[src/rtl/jump_pkg.sv]
// Shared jump-kind encoding and pseudo-direct (J/JAL) target helper for the
// ID-stage jump target unit and its return-address stack.
package jump_pkg;

   typedef enum logic [1:0] {
      JK_NONE = 2'd0,
      JK_J    = 2'd1,
      JK_JAL  = 2'd2,
      JK_JR   = 2'd3
   } jump_kind_t;

   localparam int JP_MAX_W = 64;

   // Concatenates {pc upper bits, idx, shift zeros}; callers truncate to their width.
   function automatic logic [JP_MAX_W-1:0] pseudo_direct(
      input logic [JP_MAX_W-1:0] pc,
      input logic [JP_MAX_W-1:0] idx,
      input int                  idx_w,
      input int                  shift
   );
      logic [JP_MAX_W-1:0] one;
      logic [JP_MAX_W-1:0] field_mask;
      logic [JP_MAX_W-1:0] upper_mask;
      one        = '0;
      one[0]     = 1'b1;
      field_mask = (one << idx_w) - one;
      upper_mask = ~((one << (idx_w + shift)) - one);
      return (pc & upper_mask) | ((idx & field_mask) << shift);
   endfunction

endpackage

[src/rtl/jump_ras.sv]
// Circular return-address stack: pushes wrap over the oldest entry, pops on an
// empty stack are ignored. Contents are not reset; only pointer/count/flag are.
module jump_ras #(
   parameter  int DATA_W = 32,
   parameter  int DEPTH  = 4,
   localparam int PTR_W  = $clog2(DEPTH),
   localparam int CNT_W  = PTR_W + 1
) (
   input  logic              clock,
   input  logic              reset,
   input  logic              push,
   input  logic              pop,
   input  logic [DATA_W-1:0] push_data,
   output logic [DATA_W-1:0] top_data,
   output logic [CNT_W-1:0]  count,
   output logic              overflow
);

   logic [DATA_W-1:0] stack [DEPTH];
   logic [PTR_W-1:0]  top_ptr;
   logic [PTR_W-1:0]  top_idx;
   logic              full;
   logic              empty;

   // top_ptr names the next free slot, so the live top sits one below it.
   assign top_idx  = top_ptr - 1'b1;
   assign full     = (count == CNT_W'(DEPTH));
   assign empty    = (count == '0);
   assign top_data = stack[top_idx];

   always_ff @(posedge clock or posedge reset) begin
      if (reset) begin
         top_ptr  <= '0;
         count    <= '0;
         overflow <= 1'b0;
      end else if (push) begin
         top_ptr <= top_ptr + 1'b1;
         if (full) overflow <= 1'b1;
         else      count    <= count + 1'b1;
      end else if (pop && !empty) begin
         top_ptr <= top_ptr - 1'b1;
         count   <= count - 1'b1;
      end
   end

   always_ff @(posedge clock) begin
      if (push) stack[top_ptr] <= push_data;
   end

endmodule

[src/rtl/jump_target_unit.sv]
// Registered J/JAL/JR redirect generator for ID with optional return-address
// stack prediction of JR targets (built when JUMP_TARGET_RAS_EN is defined).
module jump_target_unit
   import jump_pkg::*;
#(
   parameter  int ADDR_W     = 32,
   parameter  int IDX_W      = 26,
   parameter  int WORD_SHIFT = 2,
   parameter  int RAS_DEPTH  = 4,
   localparam int CNT_W      = $clog2(RAS_DEPTH) + 1
) (
   input  logic              clock,
   input  logic              reset,
   input  logic              id_valid,
   input  logic [1:0]        id_kind,
   input  logic [IDX_W-1:0]  instr_index,
   input  logic [ADDR_W-1:0] pc_plus_4,
   input  logic [ADDR_W-1:0] rs_value,
   input  logic              stall,
   input  logic              flush,
   output logic              redirect_valid,
   output logic [ADDR_W-1:0] redirect_target,
   output logic [ADDR_W-1:0] ras_pred_target,
   output logic              ras_pred_hit,
   output logic [CNT_W-1:0]  ras_count,
   output logic              ras_overflow
);

   jump_kind_t        kind_p0;
   logic              accept_p0;
   logic [ADDR_W-1:0] pd_target_p0;
   logic [ADDR_W-1:0] target_p0;

   assign kind_p0      = jump_kind_t'(id_kind);
   assign accept_p0    = id_valid && !stall && !flush && (kind_p0 != JK_NONE);
   assign pd_target_p0 = ADDR_W'(pseudo_direct(JP_MAX_W'(pc_plus_4), JP_MAX_W'(instr_index),
                                                IDX_W, WORD_SHIFT));
   assign target_p0    = (kind_p0 == JK_JR) ? rs_value : pd_target_p0;

   // ---- ID -> IF redirect register ----
   always_ff @(posedge clock or posedge reset) begin
      if (reset) begin
         redirect_valid  <= 1'b0;
         redirect_target <= '0;
      end else if (flush) begin
         redirect_valid <= 1'b0;
      end else if (!stall) begin
         redirect_valid <= accept_p0;
         if (accept_p0) redirect_target <= target_p0;
      end
   end

`ifdef JUMP_TARGET_RAS_EN
   logic              push_p0;
   logic              pop_p0;
   logic [ADDR_W-1:0] ras_top;
   logic [CNT_W-1:0]  ras_cnt;
   logic              ras_ovf;

   assign push_p0 = accept_p0 && (kind_p0 == JK_JAL);
   assign pop_p0  = accept_p0 && (kind_p0 == JK_JR);

   jump_ras #(
      .DATA_W (ADDR_W),
      .DEPTH  (RAS_DEPTH)
   ) u_ras (
      .clock     (clock),
      .reset     (reset),
      .push      (push_p0),
      .pop       (pop_p0),
      .push_data (pc_plus_4),
      .top_data  (ras_top),
      .count     (ras_cnt),
      .overflow  (ras_ovf)
   );

   // ---- JR prediction register, updated with the redirect it belongs to ----
   always_ff @(posedge clock or posedge reset) begin
      if (reset) begin
         ras_pred_target <= '0;
         ras_pred_hit    <= 1'b0;
      end else if (pop_p0) begin
         if (ras_cnt == '0) begin
            ras_pred_target <= '0;
            ras_pred_hit    <= 1'b0;
         end else begin
            ras_pred_target <= ras_top;
            ras_pred_hit    <= (ras_top == rs_value);
         end
      end
   end

   assign ras_count    = ras_cnt;
   assign ras_overflow = ras_ovf;
`else
   assign ras_pred_target = '0;
   assign ras_pred_hit    = 1'b0;
   assign ras_count       = '0;
   assign ras_overflow    = 1'b0;
`endif

endmodule

[config.mk]
export PLATFORM = sky130hd
export DESIGN_NAME = jump_target_unit
export DESIGN_NICKNAME = d
export VERILOG_FILES = /design/src/rtl/jump_pkg.sv /design/src/rtl/jump_ras.sv /design/src/rtl/jump_target_unit.sv
export SDC_FILE = /design/constraint.sdc
export NUM_CORES = 1
export LEC_CHECK = 0
export ABC_CLOCK_PERIOD_IN_PS = 1990
export CORE_MARGIN = 3
export CORE_UTILIZATION = 30
export DETAILED_ROUTE_END_ITERATION = 16
export PLACE_DENSITY = 0.86
export SLEW_MARGIN = 20
export SYNTH_ARGS = -nofsm -noshare
export SYNTH_HDL_FRONTEND = slang
export SYNTH_SLANG_ARGS = --single-unit
[constraint.sdc]
create_clock -name clock -period 1.99 [get_ports clock]
set_input_delay 0.199 -clock clock [delete_from_list [all_inputs] [get_ports clock]]
set_output_delay 0.199 -clock clock [all_outputs]
set_load 0.01 [all_outputs]
# After elaboration in Yosys (flattened, before gate mapping)
# Index checks and enable logic that the tools add are counted.
# totals
regBits	33
latch_bits	0
ram_bits	0
mem_bits_ro	0
input_bits	97
elab_cells	17
mem_count	0
# op_classes
n_addsub	0
n_mul	0
n_div	0
magnitude_cmp	0
eq_ne	2
shift	0
mux	3
bitwise	3
n_reduce_logical	7
# op_table
op	n
two-way mux 32 bit	1
bitwise OR 32 x 28 -> 32 bit	1
logical AND 1 bit	3
AND reduction 3 bit	1
== test 2 bit, second input constant	1
zero test 1 bit	2
two-way mux 1 bit	2
!= test 2 x 1 -> 1 bit, second input constant	1
NOT 1 bit	2
nonzero test 2 bit	1

# Depth between registers and ports, before layout
# Gate-level depths: netlist of run 1.
# logic_depth
word_depth	6
depth_mapped	4
ltp_nobuf	3

# Least setup slack after synthesis of run 1
# Ideal clock, no wire load.
# synth_timing
path_kind	input to register
from	input port flush
to	register redirect_target[10]
setup_ns	0.125
arrival_time_ns	1.155
slack_ns	0.710
path_stages	3
path_buffers	1
cell_sequence	nor4b_4 > buf_6 > mux2_2
# synth_between
elab_chain_cells	4
# synth_lines
item	line	rtl
start, declared	jump_target_unit.sv:20	input logic flush,
zero test 1 bit	jump_target_unit.sv:35	assign accept_p0 = id_valid && !stall && !flush && (kind_p0 != JK_NONE);
logical AND 1 bit (2 in series)	jump_target_unit.sv:35	
AND reduction 3 bit (no line) *	--	
end signal, assigned	jump_target_unit.sv:49	if (accept_p0) redirect_target <= target_p0;
end, declared	jump_target_unit.sv:22	output logic [ADDR_W-1:0] redirect_target,
# Every way passes the cells marked *; elsewhere a longest branch is shown, timed or not.
# A chain may end at the register's enable or synchronous reset.

# Final worst setup path of run 1
# layout_timing
from	input port id_kind[1]
to	register redirect_target[23]
# layout_between
elab_chain_cells	3
# layout_lines
item	line	rtl
start, declared	jump_target_unit.sv:15	input logic [1:0] id_kind,
nonzero test 2 bit	jump_target_unit.sv:35	
logical AND 1 bit	jump_target_unit.sv:35	
AND reduction 3 bit (no line)	--	
# Parallel ways exist; a longest one is shown, timed or not.

==> out/qor.csv, run 1 <==
stage,metric,value,unit
clocking,path_clk_slew,0.07,ns
outcome,status,"finished, final reports clean",
yosys,synth.largest_area_cell,dfrtp_1,
clocking,postCtsSetupBuffers,0,
worst_setup_path,worstPathCellList,clkdlybuf4s50_1 > nor2_1 > nor4b_4 > buf_4 > mux2_2,
final_layout,n_antenna_cell,0,
worst_setup_path,worstReg2RegEnd,redirect_target[1],
clocking,cts_buffers,5,
placement,place_congestion,0.674,
worst_setup_path,cp-end-kind,register,
global_route,grt_max_degree,34,
final_layout,nets,349,
pwr,p_seq_share,36.6,%
worst_hold_path,worstHoldPathType,in2async,
yosys,synth_top_cell_area_share,43.2,%
placement,io_buffers,101,
worst_setup_path,cp_max_fo,18,
clocking,htreeDepth,2,
flow_run,cap_violations,0,
floorplanning,start_util,31.6,%
timing,holdWs,0.310,ns
clocking,clock_path_buffers,2,
worst_setup_path,crit_arrival,1.70,ns
global_route,grt_pass1_vias,1437,
global_route,antenna_found_initial,0,
timing,hold_violations,0,
yosys,synthCells,147,
worst_setup_path,critical-path-slowest-cell,clkdlybuf4s50_1,
yosys,netlist_area,1910,um^2
floorplanning,rows,28,
worst_setup_path,critPathKind,in2reg,
timing,finClkSkew,0,ns
global_route,track_usage,11.6,%
pwr,p_comb_share,33.0,%
routing,first_pass_iters,2,
worst_setup_path,r2r_start,redirect_target[1],
worst_setup_path,critPathMaxStageDelay,0.51,ns
clocking,insertion_delay,0.27,ns
global_route,grt-ovfl-total,0,
placement,dp_cells,320,
routing,detail-route-antenna-nets,0,
final_layout,fin_cells,328,
worst_setup_path,critPathRequiredTime,2.15,ns
yosys,ys_top_cells_by_area,"dfrtp_1, mux2_2, buf_4",
yosys,syn_area_per_cell,13.0,um^2
pwr,switching_power,0.000605,W
pwr,p_int,0.00185,W
clocking,cts_num_sinks,33,
pwr,ir_worst_vdd,0.429,mV
yosys,ys_seq_elements,33,
routing,routed-via-count,1391,
floorplanning,pin_count,167,
timing,maxSlewViolCount,0,
clocking,cts_tree,yes,
pwr,clockPowerShare,30.5,%
floorplanning,die_h,85.9,um
pwr,p_per_area,817,nW/um^2
routing,detail_route.wl_per_cell,13.2,um
routing,drt_iter0_drc,27,
floorplanning,core,6060,um^2
floorplanning,fp.dieW,85.9,um
final_layout,drive_above_1_share,28.9,%
clocking,cts_hold_buf,0,
yosys,synth_enable_flop_cells,0,
placement,dp_hpwl,3.42,mm
yosys,async_reset_ff_share,100,%
final_layout,nFillCells,543,
yosys,synth_most_common_cell,mux2_2,
timing,min_period_over_period,77.2,%
floorplanning,dieArea,7370,um^2
routing,avgViaCountPerCell,4.24,
worst_setup_path,regToRegSetupSlack,1.22,ns
worst_setup_path,startpoint_type,primary input,
yosys,yosys_warnings,0,
yosys,synthFlopType,dfrtp_1,
pwr,switching_share,24.7,%
clocking,cts_root_buffer,clkbuf_8,
routing,drc,0,
clocking,cts_resized,0,
global_route,grt_first_pass_wirelength,6.66,mm
routing,wl,4.33,mm
timing,fmax,651,MHz
timing,tns,0,ns
worst_setup_path,rr_worst_depth,1,
yosys,synth.distinct_cells,13,
yosys,yosysSeqAreaShare,43.2,%
final_layout,multi_input_area,892,um^2
final_layout,seqCellArea,826,um^2
timing,setup_viol,0,
timing,rsz0062_at_grt,no,
timing,period_needed,1.54,ns
final_layout,areaGrowthSynthToFinish,57.0,%
yosys,yosys-top-cells-count,"mux2_2, buf_4, dfrtp_1",
pwr,power_leakage,1.28,nW
flip-flops by register name, indices dropped and copies added (netlist names):
signal,flops
redirect_target,32
redirect_valid,1
how the worst max path moves through the flow:
stage,from,slack [ns],cells past startpoint,to
2_1_floorplan,flush,0.71,3,redirect_target[10]
3_3_place_gp,id_kind[1],0.18,5,redirect_target[19]
3_5_place_dp,id_kind[1],0.15,5,redirect_target[23]
4_1_cts,id_kind[1],0.45,5,redirect_target[23]
5_1_grt,id_kind[0],0.38,5,redirect_target[25]
6_report,id_kind[1],0.45,5,redirect_target[23]
cell families (layout without fill, tap and decap cells):
logic type / after synthesis / count (layout) / synth area share, %
mux: 62 / 62 / 36.5
buf+inv: 44 / 114 / 17.3
compound gates: 1 / 1 / 0.393
simple gates: 6 / 6 / 2.48
flops: 33 / 33 / 43.2
other cells: 1 / 37 / 0.196
stage by stage:
stage / util [%] / power [W] / setup WS (ns) / cell area (um^2)
after floorplan: - / 0.00128 / 0.710 / 2050
after global placement: 47.3 / 0.00170 / 0.180 / 2870
after detailed placement: 47.3 / 0.00173 / 0.147 / 2870
after CTS: 49.5 / 0.00250 / 0.454 / 3000
after global routing: 49.5 / 0.00258 / 0.384 / 3000
final: 49.5 / 0.00245 / 0.454 / 3000
placed cells by master, fill, tap and decap left out:
cell	n
inv_1	1
nor4b_4	1
bufinv_16	2
buf_4	3
and3_1	2
buf_12	1
clkdlybuf4s50_1	101
clkbuf_8	5
mux2_2	60
nor2_1	1
mux2_1	2
clkinv_2	1
dfrtp_1	33
nand2_1	2
conb_1	37
o21bai_1	1
worst max-delay path, delay by kind of cell:
family	cells	cell delay [ns]
buffers and inverters	2	0.81
multiplexers	1	0.37
AND/OR/NAND/NOR	2	0.31
layout make-up:
class / instances / share of cell area, %
Clock inverter: 3 / 2.17
Inverter: 1 / 0.125
Timing Repair Buffer: 105 / 35.1
Tap cell: 75 / 3.13
Clock buffer: 5 / 2.29
Sequential cell: 33 / 27.5
Multi-Input combinational cell: 106 / 29.7
power groups by stage:
| stage | combinational, W | sequential, W | clock (W) |
|---|---|---|---|
| floorplan | 0.000305 | 0.000978 | 0 |
| global placement | 0.000805 | 0.000900 | 0 |
| detailed placement | 0.000819 | 0.000913 | 0 |
| CTS | 0.000823 | 0.000900 | 0.000772 |
| global route | 0.000865 | 0.000917 | 0.000798 |
| finish | 0.000809 | 0.000897 | 0.000748 |
metal layers:
metal / vias to the layer above / share of wire (%) / track usage [%]
met1: 663 / 35 / 12.1
met2: 86 / 54 / 21.1
li1: 640 / - / -
met5: - / 0 / 0
met4: 0 / 0.35 / 3.45
met3: 2 / 10 / 5.09
Note: power is estimated with default switching activity, not from simulation.
==> inputs of run 2 (changes only) <==
- ABC_CLOCK_PERIOD_IN_PS: 1990 -> 1400
- CORE_UTILIZATION: 30 -> 29
- PLACE_DENSITY: 0.86 -> 0.87
- clock period: 1.99 -> 1.4 ns (I/O delays scaled with it)
==> out/qor.csv, run 2 (synthesis gave the netlist of run 1 again) <==
stage,metric,value,unit,change
worst_setup_path,critPathMaxStageDelay,0.54,ns,was 0.51 ns
final_layout,drive_above_1_share,31.2,%,was 28.9%
global_route,antenna_found_initial,0,,unchanged
timing,tns,0,ns,unchanged
final_layout,top_register,redirect_target,,unchanged
worst_setup_path,crit_arrival,1.19,ns,was 1.70 ns
floorplanning,core,6170,um^2,was 6060 um^2
worst_setup_path,r2r_start,redirect_target[23],,was redirect_target[1]
worst_setup_path,cp_max_fo,2,,was 18
timing,maxSlewViolCount,0,,unchanged
worst_hold_path,hold_end,redirect_valid,,
final_layout,top_regs,"redirect_target: 32 flops, redirect_valid: 1 flops",,unchanged
routing,first_pass_iters,3,,was 2
timing,holdWs,0.185,ns,was 0.310 ns
clocking,path_clk_slew,0.07,ns,about the same
timing,period_needed,1.33,ns,
clocking,clock_path_buffers,2,,unchanged
placement,io_buffers,101,,unchanged
global_route,track_usage,13.1,%,was 11.6%
worst_setup_path,rr_worst_depth,1,,unchanged
clocking,cts_num_sinks,33,,unchanged
routing,drc,0,,unchanged
floorplanning,die_h,87.2,um,was 85.9 um
outcome,status,"finished, final reports clean",,unchanged
placement,dp_cells,323,,was 320
routing,detail_route.wl_per_cell,14.4,um,was 13.2 um
floorplanning,start_util,31.0,%,was 31.6%
timing,setup_viol,0,,unchanged
worst_setup_path,worstPathCellList,clkdlybuf4s50_1,,was clkdlybuf4s50_1 > nor2_1 > nor4b_4 > buf_4 > mux2_2
pwr,power_leakage,1.34,nW,was 1.28 nW
timing,fmax,750,MHz,
clocking,insertion_delay,0.27,ns,about the same
flow_run,cap_violations,0,,unchanged
worst_setup_path,worstReg2RegEnd,redirect_target[23],,was redirect_target[1]
routing,wl,4.83,mm,was 4.33 mm
worst_setup_path,cp-end-kind,output port,,was register
routing,routed-via-count,1402,,was 1391
pwr,ir_worst_vdd,0.624,mV,was 0.429 mV
final_layout,final_cell_mix,"clkdlybuf4s50_1, mux2_2, conb_1",,unchanged
final_layout,multi_input_area,895,um^2,was 892 um^2
floorplanning,pin_count,167,,unchanged
worst_setup_path,path_delay_family,buffers and inverters,,unchanged
final_layout,nets,356,,was 349
worst_setup_path,critical-path-slowest-cell,clkdlybuf4s50_1,,unchanged
worst_setup_path,critPathRequiredTime,1.26,ns,was 2.15 ns
pwr,switching_power,0.000885,W,was 0.000605 W
pwr,p_int,0.00247,W,was 0.00185 W
timing,rsz0062_at_grt,no,,unchanged
pwr,p_per_area,1090,nW/um^2,was 817 nW/um^2
routing,detail-route-antenna-nets,0,,unchanged
timing,hold_violations,0,,unchanged
final_layout,seqCellArea,826,um^2,unchanged
worst_setup_path,critPathKind,reg2out,,was in2reg
pwr,finalPower,0.00335,W,was 0.00245 W
global_route,grt_first_pass_wirelength,7.59,mm,was 6.66 mm
clocking,htreeDepth,2,,unchanged
floorplanning,fp.dieW,87.2,um,was 85.9 um
pwr,p_comb_share,35.2,%,was 33.0%
clocking,cts_root_buffer,clkbuf_8,,unchanged
final_layout,n_antenna_cell,0,,unchanged
worst_setup_path,path_buf_inv,1,,was 2
worst_hold_path,whs_path_depth,3,,
worst_hold_path,worstHoldPathType,in2reg,,was in2async
routing,avgViaCountPerCell,4.19,,was 4.24
global_route,grt_pass1_vias,1501,,was 1437
clocking,cts_tree,yes,,unchanged
floorplanning,dieArea,7610,um^2,was 7370 um^2
placement,dp_hpwl,3.73,mm,was 3.42 mm
routing,drt_iter0_drc,41,,was 27
pwr,p_seq_share,38.1,%,was 36.6%
floorplanning,rows,28,,unchanged
timing,finClkSkew,0,ns,unchanged
final_layout,largest_reg_flops,32,,unchanged
worst_setup_path,regToRegSetupSlack,0.62,ns,was 1.22 ns
final_layout,nFillCells,558,,was 543
global_route,grt_max_degree,20,,was 34
placement,place_congestion,0.660,,was 0.674
final_layout,areaGrowthSynthToFinish,60.8,%,was 57.0%
pwr,switching_share,26.4,%,was 24.7%
worst_setup_path,startpoint_type,register,,was primary input
timing,min_period_over_period,95.3,%,
global_route,grt-ovfl-total,0,,unchanged
pwr,clockPowerShare,26.7,%,was 30.5%
clocking,cts_hold_buf,0,,unchanged
final_layout,mostFrequentLayoutCell,clkdlybuf4s50_1,,unchanged
worst_hold_path,min-delay-start,stall,,
clocking,cts_buffers,5,,unchanged
final_layout,fin_cells,335,,was 328
[run 2: cell count changes in the layout (fill, tap and decap cells not counted), moves of 2 or more]
cell and delta:
clkdlybuf4s50_1 -4, buf_4 +2, buf_6 +2, buf_8 +2, dlygate4sd2_1 +2, dlymetal6s2s_1 +2
[run 2: how the worst max path moves through the flow]
stage	from	to	slack [ns]	depth (start not counted)
3_3_place_gp	id_kind[0]	redirect_target[15]	-0.33	5
5_1_grt	redirect_target[5]	redirect_target[5]	0.004	1
2_1_floorplan	flush	redirect_target[10]	0.18	3
3_5_place_dp	id_kind[1]	redirect_target[23]	-0.38	5
6_report	redirect_target[24]	redirect_target[24]	0.07	1
4_1_cts	stall	redirect_target[25]	0.02	5
[run 2: tightest hold or removal path, cell delays in order]
cell and delay, ns:
dlymetal6s2s_1 0.16, nand2_1 0.07, o21bai_1 0.05
[run 2: area by class of cell]
type,instances,area share [%]
Timing Repair Buffer,112,37.2
Tap cell,75,3.05
Clock inverter,3,1.50
Clock buffer,5,2.24
Inverter,1,0.122
Sequential cell,33,26.8
Multi-Input combinational cell,106,29.1
[run 2: per-stage QoR]
step,util (%),instance area (um^2),setup WS (ns)
2_1_floorplan,-,2050,0.179
3_3_place_gp,47.1,2900,-0.328
3_5_place_dp,47.1,2900,-0.384
4_1_cts,49.8,3070,0.0174
5_1_grt,49.9,3080,0.00424
6_report,49.9,3080,0.0661
[run 2: metal layers]
metal  wire length [um]  track usage, %  vias up
li1                   -               -      654
met1               1860            15.9      667
met2               2460            21.7       79
met3                485            4.82        2
met4                 25            4.18        0
met5                  0               0        -
[run 2: power groups by stage]
stage	logic [W]	registers [W]	clock network, W
floorplan	0.000433	0.00139	0
global placement	0.00116	0.00128	0
detailed placement	0.00118	0.00130	0
CTS	0.00120	0.00128	0.000932
global route	0.00127	0.00131	0.000975
finish	0.00118	0.00128	0.000895
[run 2: repair_timing]
action,in CTS,in global routing
gates resized for setup,11,2
pin swaps,1,1
cloned,2,0
buffers inserted,2,0
setup endpoints to repair,32,32
==> inputs of run 3 (changes only) <==
- CORE_MARGIN: 3 -> default
- SETUP_SLACK_MARGIN: default -> 0.2
==> out/qor.csv, run 3 (synthesis gave the netlist of run 1 again) <==
stage,metric,value,unit,change
worst_setup_path,cp.depth,6,,was 1
floorplanning,start_util,30.1,%,was 31.0%
routing,detail_route.wl_per_cell,13.7,um,was 14.4 um
pwr,p_per_area,964,nW/um^2,was 1090 nW/um^2
clocking,insertion_delay,0.27,ns,about the same
final_layout,largest_reg_flops,32,,unchanged
timing,setup_viol,0,,unchanged
floorplanning,die_h,83.2,um,was 87.2 um
worst_setup_path,critPathRequiredTime,1.56,ns,was 1.26 ns
flow_run,cap_violations,0,,unchanged
pwr,p_int,0.00220,W,was 0.00247 W
final_layout,drive_above_1_share,33.7,%,was 31.2%
routing,detail-route-antenna-nets,0,,unchanged
final_layout,final_core_util,49.5,%,was 49.9%
clocking,cts_buffers,5,,unchanged
timing,fmax,859,MHz,was 750 MHz
clocking,cts_hold_buf,0,,unchanged
placement,io_buffers,101,,unchanged
pwr,switching_share,27.3,%,was 26.4%
clocking,cts_root_buffer,clkbuf_8,,unchanged
worst_setup_path,crit_start,id_kind[1],,was redirect_target[24]
floorplanning,fp.dieW,83.2,um,was 87.2 um
worst_setup_path,path_buf_inv,3,,was 1
routing,avgViaCountPerCell,4.30,,was 4.19
placement,place_congestion,0.640,,was 0.660
timing,rsz0062_at_grt,no,,unchanged
pwr,power_leakage,1.44,nW,was 1.34 nW
final_layout,top_register,redirect_target,,unchanged
outcome,status,"finished, final reports clean",,unchanged
final_layout,multi_input_area,902,um^2,was 895 um^2
floorplanning,dieArea,6930,um^2,was 7610 um^2
routing,drt_iter0_drc,25,,was 41
routing,wl,4.67,mm,was 4.83 mm
timing,period_needed,1.16,ns,was 1.33 ns
timing,maxSlewViolCount,0,,unchanged
pwr,p_seq_share,41.7,%,was 38.1%
pwr,clockPowerShare,23.3,%,was 26.7%
routing,routed-via-count,1466,,was 1402
final_layout,final_cell_mix,"clkdlybuf4s50_1, mux2_2, conb_1",,unchanged
worst_hold_path,whs_path_depth,2,,was 3
worst_setup_path,cp_common_cell,buf_4,,
global_route,track_usage,14.5,%,was 13.1%
worst_setup_path,critPathMaxStageDelay,0.32,ns,was 0.54 ns
clocking,htreeDepth,2,,unchanged
worst_setup_path,rr_worst_depth,1,,unchanged
timing,min_period_over_period,83.2,%,was 95.3%
pwr,finalPower,0.00303,W,was 0.00335 W
final_layout,top_regs,"redirect_target: 32 flops, redirect_valid: 1 flops",,unchanged
clocking,path_clk_slew,0.06,ns,was 0.07 ns
global_route,grt_pass1_vias,1521,,was 1501
worst_setup_path,worstPathCellList,buf_4 > nor2_2 > nor4b_4 > buf_4 > bufbuf_16 > mux2_2,,was clkdlybuf4s50_1
final_layout,seqCellArea,826,um^2,unchanged
pwr,switching_power,0.000827,W,was 0.000885 W
final_layout,n_antenna_cell,0,,unchanged
final_layout,nFillCells,601,,was 558
global_route,antenna_found_initial,0,,unchanged
routing,drc,0,,unchanged
worst_hold_path,min-delay-start,flush,,was stall
timing,hold_violations,0,,unchanged
floorplanning,pin_count,167,,unchanged
routing,first_pass_iters,3,,unchanged
worst_setup_path,path_delay_family,buffers and inverters,,unchanged
worst_setup_path,critPathKind,in2reg,,was reg2out
pwr,p_comb_share,35.0,%,was 35.2%
floorplanning,core,6350,um^2,was 6170 um^2
clocking,cts_num_sinks,33,,unchanged
floorplanning,rows,29,,was 28
worst_setup_path,r2r_start,redirect_target[1],,was redirect_target[23]
worst_setup_path,startpoint_type,primary input,,was register
clocking,cts_tree,yes,,unchanged
worst_setup_path,crit_arrival,1.33,ns,was 1.19 ns
worst_hold_path,worstHoldPathType,in2reg,,unchanged
clocking,clock_path_buffers,2,,unchanged
global_route,grt_max_degree,34,,was 20
worst_setup_path,cp-end-kind,register,,was output port
global_route,grt-ovfl-total,0,,unchanged
final_layout,nets,361,,was 356
global_route,grt_first_pass_wirelength,7.73,mm,was 7.59 mm
final_layout,mostFrequentLayoutCell,clkdlybuf4s50_1,,unchanged
worst_setup_path,critical-path-slowest-cell,mux2_2,,was clkdlybuf4s50_1
worst_setup_path,cp_max_fo,8,,was 2
timing,finClkSkew,0,ns,unchanged
pwr,ir_worst_vdd,0.504,mV,was 0.624 mV
placement,dp_hpwl,3.17,mm,was 3.73 mm
final_layout,areaGrowthSynthToFinish,64.3,%,was 60.8%
[run 3: layout make-up]
type | count | share of cell area, %
flip-flops and latches | 33 | 26.3
repair buffers | 117 | 39.1
inverters | 1 | 0.119
well taps | 77 | 3.07
clock buffers | 7 | 2.75
multi-input cells | 106 | 28.7
[run 3: power groups by stage]
stage,logic [W],registers [W],clock network (W)
finish,0.00106,0.00126,0.000707
global placement,0.00115,0.00128,0
detailed placement,0.00117,0.00129,0
global route,0.00114,0.00130,0.000790
floorplan,0.000433,0.00139,0
CTS,0.00107,0.00127,0.000743
[run 3: per-stage QoR]
step	worst slack (ns)	setup TNS, ns	hold WS (ns)	cell area [um^2]	std cells
after floorplan	0.179	0	0.236	2050	183
after global placement	-0.316	-10.05	0.482	2900	323
after detailed placement	-0.365	-11.41	0.485	2900	323
after CTS	0.201	0	0.123	3130	340
after global routing	0.211	0	0.0868	3140	341
final	0.236	0	0.0914	3140	341
[run 3: metal layers]
metal / vias up / part of all wire, % / global-route usage [%] / wire, um
met5: - / 0 / 0 / 0
met4: 0 / 0.34 / 3.76 / 16
met3: 2 / 9.2 / 6.36 / 430
met2: 85 / 52 / 26.0 / 2420
met1: 714 / 39 / 15.5 / 1800
li1: 665 / - / - / -
[run 3: worst paths after layout]
check                      slack, ns                   to
hold / removal                  0.09       redirect_valid
setup reg to reg                0.64   redirect_target[1]
min in group asynchronous       0.22  redirect_target[17]
hold reg to reg                 0.48   redirect_target[0]
setup / recovery                0.24  redirect_target[27]
max in group asynchronous       1.01   redirect_target[4]
[run 3: repair_timing]
item,4_1_cts,5_1_grt
setup endpoints to repair,65,16
gates cloned,5,0
gates resized for setup,56,2
setup buffers,5,1
hold endpoints to repair,0,0
pin swaps,2,1
